`config.mk`:
```
export PLATFORM = sky130hd
export DESIGN_NAME = instr_fetch_unit_flat
export DESIGN_NICKNAME = d
export VERILOG_FILES = /design/src/rtl/instr_fetch_unit_if.sv /design/src/rtl/instr_fetch_unit.sv /design/src/flat_wrapper.sv
export SDC_FILE = /design/constraint.sdc
export NUM_CORES = 1
export LEC_CHECK = 0
export CORE_ASPECT_RATIO = 2
export CORE_UTILIZATION = 30
export DETAILED_ROUTE_END_ITERATION = 10
export PLACE_DENSITY = 0.65
export SYNTH_ARGS = -nofsm -noshare
export SYNTH_HDL_FRONTEND = slang
export SYNTH_SLANG_ARGS = --single-unit
```
`constraint.sdc`:
```
create_clock -name clk -period 2.6 [get_ports clk]
set_clock_uncertainty 0.05 [all_clocks]
set_input_delay 0.52 -clock clk [delete_from_list [all_inputs] [get_ports clk]]
set_output_delay 0.52 -clock clk [all_outputs]
set_load 0.02 [all_outputs]
```
`src/rtl/instr_fetch_unit_if.sv`:
```
// Bundle of fetch-stage signals: the instruction memory request/response
// bus, the downstream instruction handshake and the retire-time redirect.
interface instr_fetch_unit_if #(
  parameter int XLEN = 32
);
  logic            imem_req;
  logic [XLEN-1:0] imem_addr;
  logic            imem_rvalid;
  logic [31:0]     imem_rdata;
  logic            instr_valid;
  logic            instr_ready;
  logic [31:0]     instr;
  logic [XLEN-1:0] pc;
  logic [XLEN-1:0] pc_plus4;
  logic            pc_src;
  logic [XLEN-1:0] pc_target;
  logic            misalign;
  logic [31:0]     retire_cnt;

  // Fetch unit side: drives requests and the fetched instruction.
  modport master (
    output imem_req, imem_addr, instr_valid, instr, pc, pc_plus4, misalign, retire_cnt,
    input  imem_rvalid, imem_rdata, instr_ready, pc_src, pc_target
  );

  // Environment side: memory and downstream decoder.
  modport slave (
    input  imem_req, imem_addr, instr_valid, instr, pc, pc_plus4, misalign, retire_cnt,
    output imem_rvalid, imem_rdata, instr_ready, pc_src, pc_target
  );
endinterface

```
`src/rtl/instr_fetch_unit.sv`:
```
// Fetch stage: one memory request per instruction, holds the returned word
// until the decoder retires it, then follows the retiring redirect.
// A misaligned taken redirect parks the unit in HALT until reset.
//
//   state | meaning
//   IDLE  | first cycle after reset release
//   REQ   | imem_req pulse, imem_addr = pc
//   WAIT  | waiting for imem_rvalid (no timeout)
//   VALID | instr presented, waiting for instr_ready
//   HALT  | misaligned redirect retired, no further fetches
module instr_fetch_unit #(
  parameter int          XLEN      = 32,
  parameter logic [XLEN-1:0] RESET_PC  = '0,
  parameter logic [31:0] NOP_INSTR = 32'h0000_0013
) (
  input logic                clk,
  input logic                rst_n,
  instr_fetch_unit_if.master bus
);

  typedef enum logic [2:0] {IDLE, REQ, WAIT, VALID, HALT} state_t;

  state_t          state_q, state_d;
  logic [XLEN-1:0] pc_q, pc_d;
  logic [31:0]     instr_q, instr_d;
  logic            instr_valid_q, instr_valid_d;
  logic            misalign_q, misalign_d;
  logic [31:0]     retire_cnt_q, retire_cnt_d;
  logic            imem_req_q, imem_req_d;
  logic [XLEN-1:0] pc_plus4;
  logic            retire;

  assign pc_plus4 = pc_q + XLEN'(4);
  assign retire   = instr_valid_q & bus.instr_ready;

  // State register.
  always_ff @(posedge clk or negedge rst_n) begin
    if (!rst_n) state_q <= IDLE;
    else        state_q <= state_d;
  end

  // Next state plus next values of every registered output.
  always_comb begin
    state_d       = state_q;
    pc_d          = pc_q;
    instr_d       = instr_q;
    instr_valid_d = instr_valid_q;
    misalign_d    = misalign_q;
    retire_cnt_d  = retire_cnt_q;
    imem_req_d    = 1'b0;
    case (state_q)
      IDLE: begin
        state_d    = REQ;
        imem_req_d = 1'b1;
      end
      REQ: state_d = WAIT;
      WAIT: begin
        if (bus.imem_rvalid) begin
          instr_d       = bus.imem_rdata;
          instr_valid_d = 1'b1;
          state_d       = VALID;
        end
      end
      VALID: begin
        if (retire) begin
          retire_cnt_d  = retire_cnt_q + 32'd1;
          instr_valid_d = 1'b0;
          instr_d       = NOP_INSTR;
          // A taken redirect to a non-word address stops fetching; pc keeps
          // the offending instruction's address for debug.
          if (bus.pc_src && (bus.pc_target[1:0] != 2'b00)) begin
            misalign_d = 1'b1;
            state_d    = HALT;
          end else begin
            pc_d       = bus.pc_src ? bus.pc_target : pc_plus4;
            imem_req_d = 1'b1;
            state_d    = REQ;
          end
        end
      end
      HALT:    state_d = HALT;
      default: state_d = IDLE;
    endcase
  end

  // Datapath registers; all outputs come straight from flops except pc_plus4.
  always_ff @(posedge clk or negedge rst_n) begin
    if (!rst_n) begin
      pc_q          <= RESET_PC;
      instr_q       <= NOP_INSTR;
      instr_valid_q <= 1'b0;
      misalign_q    <= 1'b0;
      retire_cnt_q  <= 32'd0;
      imem_req_q    <= 1'b0;
    end else begin
      pc_q          <= pc_d;
      instr_q       <= instr_d;
      instr_valid_q <= instr_valid_d;
      misalign_q    <= misalign_d;
      retire_cnt_q  <= retire_cnt_d;
      imem_req_q    <= imem_req_d;
    end
  end

  assign bus.imem_req    = imem_req_q;
  assign bus.imem_addr   = pc_q;
  assign bus.instr_valid = instr_valid_q;
  assign bus.instr       = instr_q;
  assign bus.pc          = pc_q;
  assign bus.pc_plus4    = pc_plus4;
  assign bus.misalign    = misalign_q;
  assign bus.retire_cnt  = retire_cnt_q;

endmodule

```
`src/flat_wrapper.sv`:
```
// flat-port wrapper written by rule: the top's interface ports become plain ports
module instr_fetch_unit_flat 
#(
  parameter int          XLEN      = 32,
  parameter logic [XLEN-1:0] RESET_PC  = '0,
  parameter logic [31:0] NOP_INSTR = 32'h0000_0013
)
  (clk, rst_n, bus_imem_req, bus_imem_addr, bus_instr_valid, bus_instr, bus_pc, bus_pc_plus4, bus_misalign, bus_retire_cnt, bus_imem_rvalid, bus_imem_rdata, bus_instr_ready, bus_pc_src, bus_pc_target);
  instr_fetch_unit_if #(.XLEN(XLEN)) bus_i ();
  input logic clk;
  input logic rst_n;
  output wire logic [$bits(bus_i.imem_req)-1:0] bus_imem_req;
  output wire logic [$bits(bus_i.imem_addr)-1:0] bus_imem_addr;
  output wire logic [$bits(bus_i.instr_valid)-1:0] bus_instr_valid;
  output wire logic [$bits(bus_i.instr)-1:0] bus_instr;
  output wire logic [$bits(bus_i.pc)-1:0] bus_pc;
  output wire logic [$bits(bus_i.pc_plus4)-1:0] bus_pc_plus4;
  output wire logic [$bits(bus_i.misalign)-1:0] bus_misalign;
  output wire logic [$bits(bus_i.retire_cnt)-1:0] bus_retire_cnt;
  input wire logic [$bits(bus_i.imem_rvalid)-1:0] bus_imem_rvalid;
  input wire logic [$bits(bus_i.imem_rdata)-1:0] bus_imem_rdata;
  input wire logic [$bits(bus_i.instr_ready)-1:0] bus_instr_ready;
  input wire logic [$bits(bus_i.pc_src)-1:0] bus_pc_src;
  input wire logic [$bits(bus_i.pc_target)-1:0] bus_pc_target;
  assign bus_imem_req = bus_i.imem_req;
  assign bus_imem_addr = bus_i.imem_addr;
  assign bus_instr_valid = bus_i.instr_valid;
  assign bus_instr = bus_i.instr;
  assign bus_pc = bus_i.pc;
  assign bus_pc_plus4 = bus_i.pc_plus4;
  assign bus_misalign = bus_i.misalign;
  assign bus_retire_cnt = bus_i.retire_cnt;
  assign bus_i.imem_rvalid = bus_imem_rvalid;
  assign bus_i.imem_rdata = bus_imem_rdata;
  assign bus_i.instr_ready = bus_instr_ready;
  assign bus_i.pc_src = bus_pc_src;
  assign bus_i.pc_target = bus_pc_target;
  instr_fetch_unit #(.XLEN(XLEN), .RESET_PC(RESET_PC), .NOP_INSTR(NOP_INSTR)) u_core (.clk(clk), .rst_n(rst_n), .bus(bus_i));
endmodule
```
==> flow_summary_export.csv, run 1 <==
group,metric,value,unit
clocking,clock-root-buffer,"clkbuf_16",
finish,drive_gt1_frac,0.2090,
sta,setup_viol,5,
clocking,cts_tree,"done",
drt,initialDrtViolationCount,203,
drt,wire_per_inst,17.16,um
hold_path,min_path_type,"input port to asynchronous set/reset pin",
logic_synthesis,synth_common_cells,"99 x dfrtp_1, 56 x nand2_1, 42 x xnor2_1",
logic_synthesis,yosysWarnings,0,
power,p_comb_frac,0.555,
power,power_density,999.1,nW/um^2
logic_synthesis,synth-edff-count,0,
sta,slew_violations,0,
floorplan,die_area,18540,sq um
logic_synthesis,synthesis.area,5390,sq um
power,clockPowerShare,0.165,
critical_path,slowest_stage,"or4_4",
sta,fin_crit,2.673,ns
critical_path,worstPathRequired,2.03,ns
clocking,clk_latency,0.35,ns
logic_synthesis,seq_area_frac_synth,0.4742,
global_routing,grt_pass1_vias,5197,
critical_path,crit_type,"register to output port",
drt,vias,5192,
placement,portBuffers,231,
clocking,cts_buffers,9,
critical_path,crit_buf_inv,2,
floorplan,io_pins,232,
power,vdd_drop_max,0.4975,mV
global_routing,overflow,0,
global_routing,grt_usage,0.1897,
logic_synthesis,ys_ff_latch,102,
critical_path,cpPeakStageDelay,0.52,ns
critical_path,ff2ff_setup_slack,0.53,ns
placement,placed_cell_area,8268,sq um
sta,setup_ws,-0.07298,ns
sta,hold_slack,0.1032,ns
placement,gp_congestion,0.8263,
clocking,htree_levels,3,
power,seq_power_share,0.281,
floorplan,initial_core_util,0.3046,
floorplan,rows,69,
finish,syn_to_final_growth,62.88,%
run_status,outcome,"finished with violations",
drt,drc_errors,0,
logic_synthesis,async_reset_ff_frac,1.000,
drt,ant_nets,0,
clocking,cts_max_path_buffers,2,
clocking,clkTransAtPathRegs,0.07,ns
finish,final_area,8780,sq um
sta,timing.fmax,0.3741,GHz
run_status,violations,"negative setup slack",
finish,finalNetCount,889,
critical_path,crit_path_start_kind,"register",
critical_path,cp-end-kind,"output port",
floorplan,coreArea,17700,sq um
global_routing,grt_start_max_net_pins,47,
power,p_int,0.005280,W
logic_synthesis,syn_nets,614,
critical_path,cp_max_fo,3,
placement,hpwl,13470,um
floorplan,die_h,191.6,um
logic_synthesis,synthFlopType,"dfrtp_1",
sta,finalHoldViolCount,0,
drt,firstDrtPassIters,4,
finish,final_cell_count_no_fill,1036,
sta,worst_slew_pin_slew,0.5767,ns
logic_synthesis,yosysMostFrequentCell,"dfrtp_1",
critical_path,critPathTopFamily,"simple AND/OR/NAND/NOR gates",
global_routing,antenna_found_initial,1,
power,p_leak,3.813,nW
sta,slew_headroom,0.6155,
clocking,ctsHoldBuffers,0,
floorplan,die_w,96.78,um
logic_synthesis,syn_inst,543,
global_routing,grt_pass1_wl,27350,um
drt,wl,17780,um
sta,rsz0062_at_grt,"yes",
critical_path,crit_chain,"nand4_1 -> buf_4 -> or4_4 -> nor3_4 -> xor2_2 -> buf_6",
logic_synthesis,syn_avg_cell_area,9.927,sq um
run,drv_cap,0,
clocking,cts_sinks,102,
critical_path,cp.arrival,2.10,ns
logic_synthesis,yosys.area.top_type,"dfrtp_1",
power,p_sw_frac,0.3981,
sta,fin_crit_sh,1.028,
placement,dp.cells,1007,
finish,diodes,0,
power,switchingPower,0.003492,W
logic_synthesis,synth_cell_type_count,53,
drt,avgViaCountPerCell,5.012,
logic_synthesis,synth_area_leaders,"dfrtp_1 46%, xnor2_1 6.8%, buf_4 4.9%",
logic_synthesis,synth_top_area_frac,0.4596,
==> per-stage QoR <==
step / TNS (ns) / total power, W / utilization / worst slack [ns]
finish: -0.1712 / 0.008772 / 0.4961 / -0.07298
global route: -0.8638 / 0.009250 / 0.4961 / -0.1644
CTS: -0.3438 / 0.008781 / 0.4875 / -0.09991
detailed placement: -0.5750 / 0.007345 / 0.4672 / -0.1261
global placement: -0.4097 / 0.007316 / 0.4672 / -0.09633
floorplan: 0 / 0.004999 / - / 0.06409
==> worst register-to-register path, cell delays in order (launching register included) <==
cell and delay (ns):
dfrtp_1 0.42, nor2b_1 0.40, and3_1 0.53, buf_4 0.28
o21ai_0 0.10, nand2_1 0.08, o21ai_0 0.09
==> path summary, 6_finish.rpt <==
check | from | endpoint | depth (start not counted)
hold reg to reg | u_core.bus.retire_cnt[31] | u_core.bus.retire_cnt[31] | 1
min in group clk | u_core.bus.retire_cnt[31] | u_core.bus.retire_cnt[31] | 1
setup reg to reg | u_core.state_q[1] | u_core.bus.imem_addr[11] | 6
setup / recovery | u_core.bus.imem_addr[11] | bus_pc_plus4[31] | 6
hold / removal | rst_n | u_core.bus.imem_addr[0] | 1
max in group asynchronous | rst_n | u_core.bus.instr[4] | 2
==> cells by family after synthesis <==
family / Yosys count / synth area share
AO/OA/AOI/OAI: 113 / 0.1486
adder cells (fa/ha/maj): 2 / 0.004642
flip-flops: 102 / 0.4742
XOR/XNOR: 59 / 0.09587
AND/OR/NAND/NOR: 188 / 0.1892
buffers and inverters: 73 / 0.07637
multiplexers: 6 / 0.01114
==> state kept, by name (all words and copies together) (netlist names) <==
| signal | flops |
|---|---|
| u_core.bus.imem_addr | 32 |
| u_core.bus.misalign | 1 |
| u_core.state_q | 3 |
| u_core.bus.retire_cnt | 32 |
| u_core.bus.instr_valid | 1 |
| u_core.bus.imem_req | 1 |
| u_core.bus.instr | 32 |
==> layout by cell type (no fill, tap or decap), types with 3 or more instances in the layout <==
cell             netlist  routed
buf_2                  5       3
a22oi_1                5       5
inv_1                  7       7
a21oi_1               18      18
xor2_1                17      14
a311o_1                3       3
and3_1                16      14
a22o_1                29      29
xor2_2                 0       3
nor2_1                24      21
dlygate4sd2_1          0       7
o22a_1                 4       4
and2_1                 4       4
xnor2_2                0       3
o22ai_1                8       8
clkbuf_16              0       9
nand2_1               56      54
nor3_1                 8       6
mux2i_1                6       6
clkdlybuf4s50_1        0     201
clkbuf_2               0       5
dfstp_2                3       3
dfrtp_1               99      99
and4_1                10       9
xnor2_1               42      39
buf_6                  0       8
nand2b_1               4       4
o21ai_0               23      22
buf_4                 35     102
nor4_1                 8       6
nand4_1               19      19
a2bb2oi_1              4       4
buf_12                 0       3
nand3_1               27      24
==> area by class of cell <==
type,instances,area [sq um]
Tap cell,213,266.5
Sequential cell,102,2556
Clock buffer,10,229.0
Clock inverter,6,86.33
Timing Repair Buffer,330,3042
Inverter,7,26.28
Multi-Input combinational cell,368,2574
Fill cell,1653,8919
==> per-layer routing <==
metal	GRT usage	vias to the layer above	share of wire
li1	-	2473	-
met1	0.1922	2507	0.35
met2	0.3537	172	0.56
met3	0.04168	38	0.053
met4	0.1079	2	0.036
met5	0	-	0.00073
==> timing repair <==
action,CTS,global route
resized for setup,83,42
endpoints found under the hold margin,0,0
pin swaps,10,17
setup endpoints to repair,28,23
buffers inserted,5,10
==> power groups by stage <==
stage | combinational [W] | clock [W] | sequential, W
floorplan | 0.00189 | 0 | 0.00310
global placement | 0.00485 | 0 | 0.00246
detailed placement | 0.00488 | 0 | 0.00246
CTS | 0.00484 | 0.00149 | 0.00245
global route | 0.00516 | 0.00155 | 0.00253
finish | 0.00487 | 0.00144 | 0.00246
(Power assumes the default switching activity.)
==> run 2: changes to the inputs <==
- CORE_UTILIZATION: 30 -> 43
- PLACE_DENSITY: 0.65 -> 0.86
==> run 2 against run 1 <==
Sequential cell count unchanged. Sequential share of layout area increased by 0.57 points. Register-to-register slack got worse by 0.11 ns. Highest routed layer is now met4. Global-route usage increased by 9.4 points. The run still ends with negative setup slack left. Sequential power about the same. Final cell count decreased by 6.6%. Total power decreased by 0.68%. Clock power decreased by 3%. Die area decreased by 30%. Via count increased by 4.0%. Fmax decreased by 3.0%. Largest power group unchanged. Core utilization increased by 21 points.
==> flow_summary_export.csv, run 2 (synthesized netlist as in run 1, its figures left out) <==
group,metric,value,unit
drt,initialDrtViolationCount,276,
finish,final_cell_count_no_fill,968,
floorplan,die_area,13010,sq um
global_routing,overflow,0,
sta,fin_tns_setup,-0.6408,ns
drt,vias,5400,
finish,drive_gt1_frac,0.2046,
floorplan,rows,57,
run_status,outcome,"finished with violations",
sta,fin_crit_sh,1.060,
sta,setup_viol,10,
critical_path,crit_path_start_kind,"register",
sta,slew_violations,0,
floorplan,die_w,81.17,um
floorplan,die_h,160.3,um
sta,slew_headroom,0.6043,
sta,setup_ws,-0.1557,ns
floorplan,io_pins,232,
finish,final_common_cell,"clkdlybuf4s50_1",
placement,portBuffers,231,
critical_path,cp-end-kind,"output port",
drt,avgViaCountPerCell,5.579,
finish,final_util,0.7061,
drt,firstDrtPassIters,4,
global_routing,antenna_found_initial,0,
placement,gp_congestion,0.9249,
clocking,clk_latency,0.35,ns
sta,timing.fmax,0.3629,GHz
critical_path,crit_type,"register to output port",
placement,hpwl,13640,um
clocking,cts_sinks,102,
power,power_density,1012,nW/um^2
finish,diodes,0,
sta,finalHoldViolCount,0,
finish,syn_to_final_growth,59.75,%
sta,worst_slew_pin_slew,0.5935,ns
power,power,0.008712,W
finish,seqCellArea,2556,sq um
clocking,cts_tree,"done",
clocking,htree_levels,3,
critical_path,worstPathRequired,2.03,ns
global_routing,grt_pass1_vias,5515,
power,vdd_drop_max,0.6389,mV
global_routing,grt_start_max_net_pins,50,
hold_path,min_path_type,"input port to asynchronous set/reset pin",
finish,multi_input_area,2535,sq um
floorplan,coreArea,12200,sq um
drt,wire_per_inst,18.62,um
sta,fin_crit,2.756,ns
clocking,cts_buffers,9,
critical_path,cp.arrival,2.19,ns
run_status,violations,"negative setup slack",
clocking,clock-root-buffer,"clkbuf_16",
floorplan,initial_core_util,0.4420,
drt,drc_errors,0,
run,drv_cap,0,
critical_path,cp_max_fo,3,
clocking,clkTransAtPathRegs,0.07,ns
finish,finalNetCount,887,
global_routing,grt_usage,0.2841,
placement,dp_worst_setup_slack,-0.1376,ns
power,p_leak,3.786,nW
placement,dp.cells,940,
finish,fillers,871,
sta,rsz0062_at_grt,"yes",
global_routing,grt_pass1_wl,28210,um
drt,ant_nets,0,
clocking,ctsHoldBuffers,0,
drt,wl,18020,um
clocking,cts_max_path_buffers,2,
finish,most-common-layout-cells,"202 x clkdlybuf4s50_1, 105 x buf_4, 99 x dfrtp_1",
[run 2: cell types whose count changed in the layout (fill, tap and decap cells not counted), sizes merged]
cell / delta
dlymetal6s2s: -1
clkdlybuf4s50: +1
clkinv: -2
dlygate4sd2: -4
inv: +3
bufinv: -1
buf: +2
[run 2: timing repair]
action / 4_1_cts / 5_1_grt
setup buffers: 6 / 6
gates resized for setup: 107 / 40
setup endpoints to repair: 28 / 25
pin swaps: 11 / 10
[run 2: cell type report]
class                           count  share of cell area
Clock buffer                       10             0.02659
Clock inverter                      6            0.009009
Inverter                            7            0.003051
Multi-Input combinational cell    368              0.2944
Sequential cell                   102              0.2969
Tap cell                          147             0.02136
Timing Repair Buffer              328              0.3487
[run 2: metrics by stage]
step / cell area, sq um / hold slack [ns]
finish: 8611 / 0.04636
global route: 8611 / 0.07056
CTS: 8554 / 0.05277
detailed placement: 8175 / 0.4157
global placement: 8175 / 0.4119
floorplan: 5398 / 0.1744
[run 2: final timing paths]
path | from | endpoint | slack (ns) | depth (start not counted)
max | u_core.bus.imem_addr[3] | bus_pc_plus4[20] | -0.16 | 9
min in group clk | u_core.bus.retire_cnt[31] | u_core.bus.retire_cnt[31] | 0.42 | 1
min | rst_n | u_core.bus.imem_addr[21] | 0.05 | 1
max reg2reg | u_core.bus.imem_addr[3] | u_core.bus.imem_addr[16] | 0.42 | 10
max in group asynchronous | rst_n | u_core.bus.instr[0] | 1.72 | 2
min reg2reg | u_core.bus.retire_cnt[31] | u_core.bus.retire_cnt[31] | 0.42 | 1
[run 2: worst max-delay path, stage by stage (launching register included)]
cell     delay (ns)
dfrtp_1        0.37
ha_2           0.20
nand4_1        0.17
buf_4          0.20
nor4_4         0.15
buf_4          0.18
buf_6          0.09
and3_4         0.18
xor2_1         0.15
buf_4          0.16
[run 2: where the power goes]
part	internal (W)	switching (W)
Sequential	0.00208	0.000372
Combinational	0.00230	0.00257
Clock	0.000766	0.000621
[run 2: metal layers]
metal / routed length, um / vias up / part of all wire / track usage
met4: 906 / 0 / 0.050 / 0.1737
li1: - / 2465 / - / -
met3: 1094 / 60 / 0.061 / 0.05568
met2: 9929 / 259 / 0.55 / 0.4992
met1: 6090 / 2616 / 0.34 / 0.3001
met5: 0 / - / 0 / 0
